[src/rtl/mic_pitch_scorer.sv]
// mic_pitch_scorer: hysteretic zero-crossing pitch detector and windowed note scorer.
// Optional build macro MIC_PITCH_SCORER_STREAK_EN adds a consecutive-pass streak
// output and a double increment once the streak reaches 4.
module mic_pitch_scorer #(
    parameter int unsigned SAMPLE_W       = 16,
    parameter int unsigned PERIOD_W       = 12,
    parameter int unsigned HYST           = 64,
    parameter int unsigned TOL            = 1,
    parameter int unsigned WINDOW_SAMPLES = 1024,
    parameter int unsigned HIT_THRESH     = 32
) (
    input  logic                       clock,
    input  logic                       reset,
    input  logic                       sample_valid,
    input  logic signed [SAMPLE_W-1:0] sample,
    input  logic        [PERIOD_W-1:0] target_period,
    input  logic                       score_clear,
    output logic        [31:0]         counter_val,
    output logic        [PERIOD_W-1:0] period_out,
    output logic                       period_valid,
    output logic                       hit,
`ifdef MIC_PITCH_SCORER_STREAK_EN
    output logic        [7:0]          streak,
`endif
    output logic                       window_done
);

    localparam int unsigned WCNT_W = $clog2(WINDOW_SAMPLES) + 1;
    localparam int unsigned HCNT_W = $clog2(WINDOW_SAMPLES) + 1;

    localparam logic signed [SAMPLE_W-1:0] HYST_POS = SAMPLE_W'(HYST);
    localparam logic signed [SAMPLE_W-1:0] HYST_NEG = -HYST_POS;
    localparam logic [PERIOD_W-1:0]        CNT_LAST = PERIOD_W'((2 ** PERIOD_W) - 2);
    localparam logic [PERIOD_W:0]          TOL_V    = (PERIOD_W + 1)'(TOL);
    localparam logic [WCNT_W-1:0]          WIN_LAST = WCNT_W'(WINDOW_SAMPLES - 1);
    localparam logic [HCNT_W:0]            THRESH_V = (HCNT_W + 1)'(HIT_THRESH);

    typedef enum logic [1:0] {IDLE, ARMED, MEASURE} state_t;

    state_t              state, state_next;
    logic                pos_q;
    logic [PERIOD_W-1:0] tgt_q;
    logic [PERIOD_W-1:0] cnt;
    logic [WCNT_W-1:0]   wcnt;
    logic [HCNT_W-1:0]   hit_count;

    logic                tgt_chg_c, rise_c, hit_c, win_end_c, pass_c;
    logic [PERIOD_W-1:0] meas_c;
    logic [PERIOD_W:0]   diff_c, absd_c;
    logic [HCNT_W:0]     hsum_c;
    logic [HCNT_W-1:0]   hsat_c;
    logic [1:0]          inc_c;
    logic [32:0]         csum_c;

    // State register
    always_ff @(posedge clock) begin
        if (reset) state <= IDLE;
        else       state <= state_next;
    end

    // Next-state and combinational datapath decisions
    always_comb begin
        state_next = state;
        tgt_chg_c  = (target_period != tgt_q);
        rise_c     = sample_valid && !pos_q && (sample > HYST_POS);
        meas_c     = cnt + PERIOD_W'(1);
        diff_c     = {1'b0, meas_c} - {1'b0, tgt_q};
        absd_c     = diff_c[PERIOD_W] ? ((PERIOD_W + 1)'(0) - diff_c) : diff_c;
        hit_c      = (state == MEASURE) && rise_c && (tgt_q != '0) && (absd_c <= TOL_V);
        win_end_c  = (state != IDLE) && sample_valid && !tgt_chg_c && (wcnt == WIN_LAST);
        hsum_c     = {1'b0, hit_count} + (HCNT_W + 1)'(hit_c);
        hsat_c     = hsum_c[HCNT_W] ? '1 : hsum_c[HCNT_W-1:0];
        pass_c     = win_end_c && (hsum_c >= THRESH_V);
`ifdef MIC_PITCH_SCORER_STREAK_EN
        inc_c      = (streak >= 8'd4) ? 2'd2 : 2'd1;
`else
        inc_c      = 2'd1;
`endif
        csum_c     = {1'b0, counter_val} + 33'(inc_c);

        if (tgt_chg_c) begin
            state_next = (target_period == '0) ? IDLE : ARMED;
        end else begin
            case (state)
                IDLE:    state_next = IDLE;
                ARMED:   if (rise_c) state_next = MEASURE;
                MEASURE: if (sample_valid && !rise_c && (cnt == CNT_LAST)) state_next = ARMED;
                default: state_next = IDLE;
            endcase
        end
    end

    // Polarity, period measurement, window accounting and score counter
    always_ff @(posedge clock) begin
        if (reset) begin
            pos_q        <= 1'b0;
            tgt_q        <= '0;
            cnt          <= '0;
            wcnt         <= '0;
            hit_count    <= '0;
            counter_val  <= '0;
            period_out   <= '0;
            period_valid <= 1'b0;
            hit          <= 1'b0;
            window_done  <= 1'b0;
        end else begin
            period_valid <= 1'b0;
            hit          <= 1'b0;
            window_done  <= win_end_c;
            tgt_q        <= target_period;

            if (sample_valid) begin
                if (sample > HYST_POS)      pos_q <= 1'b1;
                else if (sample < HYST_NEG) pos_q <= 1'b0;
            end

            if (tgt_chg_c) begin
                cnt       <= '0;
                wcnt      <= '0;
                hit_count <= '0;
            end else if (sample_valid && (state != IDLE)) begin
                if (rise_c) begin
                    cnt <= '0;
                    if (state == MEASURE) begin
                        period_out   <= meas_c;
                        period_valid <= 1'b1;
                        hit          <= hit_c;
                    end
                end else if (state == MEASURE) begin
                    // Give up on this period just before the counter would wrap
                    cnt <= (cnt == CNT_LAST) ? '0 : meas_c;
                end

                if (win_end_c) begin
                    wcnt      <= '0;
                    hit_count <= '0;
                end else begin
                    wcnt      <= wcnt + WCNT_W'(1);
                    hit_count <= hsat_c;
                end
            end

            if (score_clear)  counter_val <= '0;
            else if (pass_c)  counter_val <= csum_c[32] ? 32'hFFFF_FFFF : csum_c[31:0];
        end
    end

`ifdef MIC_PITCH_SCORER_STREAK_EN
    // Consecutive passing-window streak
    always_ff @(posedge clock) begin
        if (reset || score_clear || tgt_chg_c) begin
            streak <= '0;
        end else if (win_end_c) begin
            if (!pass_c)                streak <= '0;
            else if (streak != 8'hFF)   streak <= streak + 8'd1;
        end
    end
`endif

endmodule

[config.mk]
export PLATFORM = sky130hd
export DESIGN_NAME = mic_pitch_scorer
export DESIGN_NICKNAME = d
export VERILOG_FILES = /design/src/rtl/mic_pitch_scorer.sv
export SDC_FILE = /design/constraint.sdc
export NUM_CORES = 1
export LEC_CHECK = 0
export CAP_MARGIN = 20
export CORE_ASPECT_RATIO = 1.2
export CORE_MARGIN = 2
export CORE_UTILIZATION = 25
export DETAILED_ROUTE_END_ITERATION = 8
export PLACE_DENSITY = 0.42
export SETUP_SLACK_MARGIN = 0.1
export SYNTH_ARGS = -nofsm -noshare
export SYNTH_HDL_FRONTEND = slang
export SYNTH_SLANG_ARGS = --single-unit
[constraint.sdc]
create_clock -name clock -period 6.21 [get_ports clock]
set_input_delay 1.242 -clock clock [delete_from_list [all_inputs] [get_ports clock]]
set_output_delay 1.242 -clock clock [all_outputs]
set_load 0.005 [all_outputs]
=== After elaboration in Yosys (flattened, before gate mapping) ===
Index checks and enable logic that the tools add are counted.

* Word-level logic and storage cells: 75
* Flip-flop bits (word level): 96
* Output and inout bits: 47
* Bits of input ports: 32

* Eq/ne operators: 7
* Multiplexer cells: 16
* Bitwise gates (word level): 4
* Reduce and logical (&&, ||, !) cells: 27
* Magnitude comparators: 4
* Add/sub/neg operators: 6

{| class="wikitable"
|+ Operators with widths
! kind !! number
|-
| 12-bit two-way mux || 3
|-
| 32-bit by 1-bit adder with 33-bit output (second input constant) || 1
|-
| 11-bit two-way mux || 3
|-
| 32-bit two-way mux || 1
|-
| 16-bit by 8-bit greater-than comparator with 1-bit output (second input constant) || 1
|-
| 16-bit by 7-bit less-than comparator with 1-bit output (second input constant) || 1
|-
| 13-bit by 1-bit <= comparator with 1-bit output (second input constant) || 1
|-
| 13-bit two-way mux || 1
|-
| 1-bit by 13-bit subtractor with 13-bit output (first input constant) || 1
|-
| 12-bit by 12-bit subtractor with 13-bit output || 1
|-
| 11-bit by 1-bit adder with 12-bit output || 1
|-
| 12-bit by 1-bit adder with 12-bit output (second input constant) || 1
|-
| 12-bit == test (second input constant) || 1
|-
| 12-bit by 6-bit >= comparator with 1-bit output (second input constant) || 1
|-
| 12-bit logical NOT || 1
|-
| 12-bit inequality test || 1
|-
| 12-bit nonzero test || 1
|-
| 11-bit by 1-bit adder with 11-bit output (second input constant) || 1
|-
| 11-bit by 10-bit == test with 1-bit output (second input constant) || 1
|-
| 1-bit logical AND || 11
|-
| 2-bit two-way mux || 3
|-
| 2-bit AND reduction || 3
|-
| 2-bit nonzero test || 3
|-
| 5-bit OR reduction || 1
|-
| 11 further kinds || 20
|}

=== Depth between registers and ports, before layout ===
Gate-level depths: netlist (run 1).

* Depth after elaboration: 9
* Depth in mapped cells: 27

=== Worst setup path after synthesis (run 1) ===
Ideal clock, no wire load.

* Path kind: register to register
* Start: register cnt[2]
* End: register counter_val[0]
* Buffers on the path: 3
* Cell stages (with the launch flop): 27
* Required time: 6080 ps
* Arrival time: 5164 ps
* Path slack: 916 ps
* Library setup time: 130 ps
* Cells stage by stage: dfxtp_1 clkbuf_1 nand3_1 nor2_1 nand2_1 xnor2_1 ha_1 clkbuf_1 a21o_1 or2_1 o21a_2 o31ai_1 xor2_1 nand4b_1 a221o_1 nor2_1 ha_1 ha_1 nand3_1 or3_1 mux2i_1 a2111o_1 nand4_1 nor3_2 nand3_2 clkbuf_1 o21ai_1

* Cells in the longest elaborated chain, start to end: 9

{| class="wikitable"
|+ RTL lines
! item !! RTL line !! source
|-
| from (decl) || 43 || <nowiki>logic [PERIOD_W-1:0] cnt;</nowiki>
|-
| from (signal assigned) || 131 || <nowiki>cnt <= (cnt == CNT_LAST) ? '0 : meas_c;</nowiki>
|-
| 12-bit by 1-bit adder with 12-bit output (*) || 66 || <nowiki>meas_c = cnt + PERIOD_W'(1);</nowiki>
|-
| net meas_c[6] || 48 || <nowiki>logic [PERIOD_W-1:0] meas_c;</nowiki>
|-
| 12-bit by 12-bit subtractor with 13-bit output (*) || 67 || <nowiki>diff_c = {1'b0, meas_c} - {1'b0, tgt_q};</nowiki>
|-
| 1-bit by 13-bit subtractor with 13-bit output || 68 || <nowiki>absd_c = diff_c[PERIOD_W] ? ((PERIOD_W + 1)'(0) - diff_c) : diff_c;</nowiki>
|-
| 13-bit two-way mux (*) || 68 ||
|-
| 13-bit by 1-bit <= comparator with 1-bit output (*) || 69 || <nowiki>hit_c = (state == MEASURE) && rise_c && (tgt_q != '0) && (absd_c <= TOL_V);</nowiki>
|-
| 1-bit logical AND (*) || 69 ||
|-
| net hit_c || 47 || <nowiki>logic tgt_chg_c, rise_c, hit_c, win_end_c, pass_c;</nowiki>
|-
| 11-bit by 1-bit adder with 12-bit output (*) || 71 || <nowiki>hsum_c = {1'b0, hit_count} + (HCNT_W + 1)'(hit_c);</nowiki>
|-
| 12-bit by 6-bit >= comparator with 1-bit output (*) || 73 || <nowiki>pass_c = win_end_c && (hsum_c >= THRESH_V);</nowiki>
|-
| 1-bit logical AND (*) || 73 ||
|-
| to (signal assigned) || 144 || <nowiki>else if (pass_c) counter_val <= csum_c[32] ? 32'hFFFF_FFFF : csum_c[31:0];</nowiki>
|-
| to (decl) || 18 || <nowiki>output logic [31:0] counter_val,</nowiki>
|}

Mark *: on every way through the listed nets, which the timed path passes. The rest lies on a longest branch.
A chain may end at the register's enable or synchronous reset.

=== Final worst setup path (run 1) ===
* Start: register cnt[2]
* End: register counter_val[31]

Same word-level chain as after synthesis.

==> results of run 1 <==
worst paths after layout:
| check | from | to | slack (ns) | cells after the start |
|---|---|---|---|---|
| hold / removal | pos_q | pos_q | 0.45 | 2 |
| setup / recovery | cnt[2] | counter_val[31] | 0.56 | 25 |
| hold reg to reg | pos_q | pos_q | 0.45 | 2 |
| setup reg to reg | cnt[2] | counter_val[31] | 0.56 | 25 |
cells by family after synthesis:
logic type,count (synthesis)
compound gates,129
flops,96
buf+inv,58
xor+xnor,66
simple gates,289
fa+ha+maj,20
mux,15
layout make-up:
class	instances	area share
clock buffer	10	0.0341
clock inverter	6	0.0104
inverter	32	0.0172
multi-input combinational	520	0.489
sequential	96	0.275
tap	274	0.0490
timing repair buffer	91	0.126
cells in the mapped netlist (5+ instances only):
master / n
a211oi_1: 5
a21oi_1: 27
a22oi_1: 10
a31oi_1: 5
and3_1: 9
clkbuf_1: 22
dfxtp_1: 96
ha_1: 19
inv_1: 32
mux2i_1: 15
nand2_1: 44
nand2b_1: 6
nand3_1: 33
nand4_1: 18
nor2_1: 83
nor2b_1: 15
nor3_1: 32
nor4_1: 16
o21ai_0: 11
o21ai_1: 32
xnor2_1: 37
xor2_1: 29
sequential cells by signal (all words and copies together), names as in the netlist, 2 cells and up:
register / count
wcnt: 11
hit_count: 11
counter_val: 32
cnt: 12
tgt_q: 12
period_out: 12
state: 2
metrics by stage:
stage               hold WS (ns)  worst slack (ns)  instance area [sq um]
detailed placement         0.452             0.132                   6530
floorplan                  0.437             0.916                   5440
global placement           0.451             0.389                   6530
CTS                        0.461             0.215                   6850
finish                     0.454             0.563                   7000
global route               0.491            0.0310                   7000
worst max-delay path, delay by kind of cell (launching register included):
| kind | cells | cell delay, ns |
|---|---|---|
| AOI/OAI and AO/OA | 6 | 1.44 |
| xor gates and xnor gates | 3 | 0.40 |
| adders and majority gates | 3 | 0.82 |
| buffers and inverters | 2 | 0.40 |
| DFF | 1 | 0.40 |
| muxes | 1 | 0.16 |
| and+or+nand+nor | 10 | 1.92 |
repair_timing:
item / CTS / global route
pin swaps: 0 / 5
setup endpoints to repair: 1 / 32
hold buffers: 0 / 0
resized for setup: 1 / 25
gates cloned: 0 / 2
setup buffers: 0 / 3
routing by layer:
layer / track usage / up-vias / share of wire
met5: 0 / - / 0
met4: 0.0514 / 0 / 0.025
met3: 0.0237 / 22 / 0.028
met2: 0.238 / 84 / 0.50
met1: 0.166 / 2421 / 0.45
li1: - / 2553 / -
placed cells by master (no fill, tap or decap), types with 3 or more instances in the layout:
master / n
a211oi_1: 4
a21oi_1: 27
a22oi_1: 10
a311oi_1: 3
a31oi_1: 4
and2_1: 3
and3_1: 9
and4_1: 4
buf_4: 11
clkbuf_16: 9
clkdlybuf4s50_1: 78
dfxtp_1: 92
dfxtp_2: 4
ha_1: 16
inv_1: 32
mux2i_1: 15
nand2_1: 44
nand2b_1: 6
nand3_1: 32
nand4_1: 18
nor2_1: 83
nor2b_1: 15
nor3_1: 31
nor3_2: 3
nor4_1: 13
nor4_2: 5
o21ai_0: 10
o21ai_1: 32
o22ai_1: 4
o31ai_1: 4
or2_2: 3
or3_1: 3
xnor2_1: 34
xnor2_2: 3
xor2_1: 29
where the power goes:
group | switching (mW) | internal, mW
clock | 0.256 | 0.329
combinational | 0.0657 | 0.0516
sequential | 0.00556 | 0.620
==> flow_metrics.py, run 1 <==
metrics = {
    "run_status": {
        "status": "finished clean",
    },
    "logic_synthesis": {
        "ys_seq_area_frac": 0.353,
        "synth.area.mux_share": 0.0276,
        "ys_ff_latch": 96,
        "synth.distinct_cells": 65,
        "synthArstFlopShare": 0,
        "syn_inst": 673,
        "synth-xor-area-share": 0.106,
        "avgSynthCellArea_sq_um": 8.09,
        "yosysTopAreaCellShare": 0.353,
        "synth_edf_count": 0,
        "ys_warn_count": 0,
        "yosys_most_used_dff": "dfxtp_1",
        "yosys.area.top_type": "dfxtp_1",
        "synth_top_family_by_area": "simple AND/OR/NAND/NOR gates",
        "synth_compound_area_frac": 0.154,
        "synth-adder-area-share": 0.0474,
        "syn-cell-area_sq_mm": 0.00544,
        "synth_area_leaders": "dfxtp_1, xnor2_1, nor2_1",
        "synthesis.nets": 725,
        "synthSimpleGateAreaFrac": 0.271,
    },
    "timing": {
        "setup_violations": 0,
        "slew_headroom": 0.480,
        "worst_slew_pin_slew_ns": 0.780,
        "finalClockSkew_ns": 0.0148,
        "maxSlewViolCount": 0,
        "fmax_ghz": 0.177,
        "fin_crit_sh": 0.909,
        "setup_tns_ns": 0,
        "period_minus_slack_ns": 5.65,
        "rsz0062_at_grt": "no",
        "final_hold_viol_count": 0,
    },
    "die": {
        "fp.coreArea_sq_mm": 0.0216,
        "start_util": 0.252,
        "num_rows": 59,
        "die_area_sq_mm": 0.0230,
        "die_w_microns": 139,
        "io-pin-count": 79,
        "die-height_microns": 166,
    },
    "flow_run": {
        "timing.max_cap.violations": 0,
    },
    "finish": {
        "multi_input_area_sq_mm": 0.00342,
        "n_fill_cell": 2289,
        "diodes": 0,
        "utilization": 0.325,
        "syn2layout_area_growth_pct": 28.7,
        "drive_above_1_share": 0.0901,
        "fin_cells": 1029,
        "area.sequential_sq_mm": 0.00193,
        "nNetsFinal": 802,
    },
    "worst_setup_path": {
        "crit_fanout": 9,
        "arrival_ns": 5.88,
        "worstPathRequired_ns": 6.44,
        "crit_slowest_cell": "dfxtp_2",
        "cpPeakStageDelay_ns": 0.40,
        "cp-start-kind": "register",
        "critPathKind": "register to register",
        "cp-end-kind": "register",
    },
    "clocking": {
        "root_buffer": "clkbuf_16",
        "cts_made_buffers": 9,
        "cts.sinks": 96,
        "cts_tree": "yes",
        "clkTransAtPathRegs_ns": 0.08,
        "htreeDepth": 3,
        "clk_latency_ns": 0.36,
        "cts_buffer_depth": 2,
    },
    "placed_design": {
        "placedCellCount": 1008,
        "place_congestion": 0.857,
        "port_buffers": 78,
        "dp_hpwl_mm": 11.6,
    },
    "power": {
        "ir_worst_vdd_mv": 0.114,
        "power.density_mw_per_mm2": 190,
        "p_leak_nw": 2.46,
        "p_total_mw": 1.33,
    },
    "route": {
        "firstDrtPassIters": 5,
        "ant_nets": 0,
        "drc": 0,
        "vias": 5080,
        "via_per_inst": 4.94,
        "drt_iter0_markers": 281,
        "wire_per_inst_microns": 15.2,
        "wl_mm": 15.7,
    },
    "grt": {
        "overflow": 0,
        "antenna_found_initial": 0,
        "track_usage": 0.136,
        "grt_max_degree": 32,
        "grt_pass1_vias": 5057,
        "grt_pass1_wl_mm": 25.7,
    },
    "hold_path": {
        "hp-class": "register to register",
    },
}
Note: power is estimated with default switching activity, not from simulation.
==> inputs of run 2 (changes only) <==
- ABC_AREA: not set -> 1
- PLACE_DENSITY: 0.42 -> 0.41
==> flow_metrics.py, run 2 <==
metrics = {
    "die": {
        "fp.coreArea_sq_mm": 0.0255,
        "start_util": 0.254,
        "io-pin-count": 79,
        "die_w_microns": 151,
        "die_area_sq_mm": 0.0273,
        "die-height_microns": 181,
        "num_rows": 64,
    },
    "worst_setup_path": {
        "crit_slowest_cell": "dfxtp_1",
        "crit_buf_inv": 3,
        "critPathKind": "register to register",
        "crit_fanout": 32,
        "cpLargestDelayFamily": "simple AND/OR/NAND/NOR gates",
        "cp_common_cell": "nand2_1",
        "worstPathRequired_ns": 6.50,
        "cp-end-kind": "register",
        "cp-start-kind": "register",
        "cpPeakStageDelay_ns": 0.40,
        "arrival_ns": 5.57,
    },
    "logic_synthesis": {
        "ys_warn_count": 0,
        "synthArstFlopShare": 0,
        "synth.distinct_cells": 43,
        "ys_ff_latch": 96,
        "syn-cell-area_sq_mm": 0.00650,
        "yosysTopAreaCellShare": 0.296,
        "ys_seq_area_frac": 0.296,
        "avgSynthCellArea_sq_um": 6.49,
        "synth_commonest_cells": "nand2_1, inv_1, nor2_1",
        "synthesis.nets": 1053,
        "yosys_most_used_dff": "dfxtp_1",
        "synth_most_common_cell": "nand2_1",
        "yosys.area.top_type": "dfxtp_1",
        "syn_inst": 1001,
        "synth_area_leaders": "dfxtp_1, nand2_1, inv_1",
        "synth_edf_count": 0,
    },
    "flow_run": {
        "timing.max_cap.violations": 0,
    },
    "power": {
        "power.density_mw_per_mm2": 179,
        "ir_worst_vdd_mv": 0.105,
        "p_leak_nw": 3.20,
        "p_total_mw": 1.42,
    },
    "timing": {
        "rsz0062_at_grt": "no",
        "finalClockSkew_ns": 0.00949,
        "period_minus_slack_ns": 5.28,
        "slew_headroom": 0.300,
        "final_hold_viol_count": 0,
        "setup_violations": 0,
        "worst_slew_pin_slew_ns": 1.05,
        "maxSlewViolCount": 0,
        "fin_crit_sh": 0.851,
        "fmax_ghz": 0.189,
        "setup_tns_ns": 0,
        "fin_ws_ns": 0.928,
    },
    "clocking": {
        "cts_tree": "yes",
        "clk_latency_ns": 0.36,
        "cts.sinks": 96,
        "cts.repair.resized": 0,
        "post_cts_buffers": 0,
        "root_buffer": "clkbuf_16",
        "clkTransAtPathRegs_ns": 0.08,
        "hold_buffers": 0,
        "htreeDepth": 3,
        "cts_buffer_depth": 2,
        "cts_made_buffers": 9,
    },
    "placed_design": {
        "dp_hpwl_mm": 16.1,
        "place_ws_ns": 0.941,
        "place_congestion": 0.852,
        "port_buffers": 78,
    },
    "grt": {
        "busiest_layer": "met2",
        "grt_max_degree": 33,
        "use_met3": 0.0235,
        "grt_pass1_vias": 6355,
        "grt_pass1_wl_mm": 33.3,
        "antenna_found_initial": 0,
        "track_usage": 0.156,
        "use_met2": 0.287,
        "overflow": 0,
        "met1_usage": 0.177,
    },
    "route": {
        "firstDrtPassIters": 4,
        "via_per_inst": 4.49,
        "ant_nets": 0,
        "vias": 6334,
        "wl_mm": 20.3,
        "drt_iter0_markers": 253,
        "wire_per_inst_microns": 14.4,
        "drc": 0,
    },
    "finish": {
        "largest_reg_flops": 32,
        "syn2layout_area_growth_pct": 21.9,
        "drive_above_1_share": 0.116,
        "n_fill_cell": 2826,
        "final_cell_mix": "nand2_1, inv_1, nor2_1",
        "top_register": "counter_val",
        "nNetsFinal": 1127,
        "diodes": 0,
        "utilization": 0.310,
        "final_common_cell": "nand2_1",
    },
    "hold_path": {
        "hp-class": "register to register",
    },
    "run_status": {
        "status": "finished clean",
    },
}
-- run 2: changes by cell type in the layout (fill, tap and decap cells not counted), moves of 14 or more --
cell | previous run | this run
a21oi_2 | 1 | 32
nand2_1 | 44 | 261
nand3_1 | 32 | 67
nor2b_1 | 15 | 0
o21ai_1 | 32 | 1
or2_2 | 3 | 17
mux2i_1 | 15 | 0
nand2_2 | 0 | 33
o21ai_0 | 10 | 33
inv_1 | 32 | 131
nor2_1 | 83 | 126
xnor2_1 | 34 | 10
-- run 2: final timing paths --
check | start | to | slack [ns] | cells after the start
worst max register to register | cnt[2] | counter_val[28] | 0.93 | 33
worst min-delay path | hit_count[0] | hit_count[0] | 0.47 | 2
worst max-delay path | cnt[2] | counter_val[28] | 0.93 | 33
worst min register to register | hit_count[0] | hit_count[0] | 0.47 | 2
-- run 2: per-layer routing --
metal | vias up | part of all wire
met5 | - | 0
met2 | 121 | 0.51
li1 | 3340 | -
met1 | 2840 | 0.42
met4 | 0 | 0.031
met3 | 33 | 0.035
-- run 2: through the flow --
stage / hold WS (ns) / std cells / instance area [sq um]
after global routing: 0.506 / 1410 / 7920
after floorplan: 0.435 / 1001 / 6500
after detailed placement: 0.462 / 1394 / 7570
final: 0.469 / 1410 / 7920
after global placement: 0.457 / 1394 / 7570
after CTS: 0.481 / 1410 / 7920
-- run 2: where the power goes --
| group | total, mW | switching, mW | leakage (nW) | internal, mW |
|---|---|---|---|---|
| registers | 0.623 | 0.00351 | 0.777 | 0.620 |
| logic | 0.118 | 0.0717 | 2.26 | 0.0459 |
| clock network | 0.678 | 0.281 | 0.164 | 0.398 |
-- run 2: cell type report --
type,instances,area [sq um],area share
well taps,330,413,0.0521
inverters,138,523,0.0661
multi-input cells,747,3900,0.492
repair buffers,83,818,0.103
flip-flops and latches,96,1920,0.243
clock buffers,10,229,0.0289
clock inverters,6,115,0.0145
-- run 2: cell families (layout without fill, tap and decap cells) --
logic type,Yosys count,after routing,synth area share
adders and majority gates,20,20,0.0397
buffers and inverters,158,237,0.104
and+or+nand+nor,581,581,0.400
xor gates and xnor gates,37,37,0.0499
DFF,96,96,0.296
AOI/OAI and AO/OA,109,109,0.110
-- run 2: worst register-to-register path: cells and delay by family, from the launching register on --
kind                     cells  cell delay [ns]
adder cells (fa/ha/maj)      3             0.71
AND/OR/NAND/NOR             23             2.84
buffers and inverters        3             0.59
AO/OA/AOI/OAI                3             0.48
XOR/XNOR                     1             0.19
flip-flops                   1             0.40
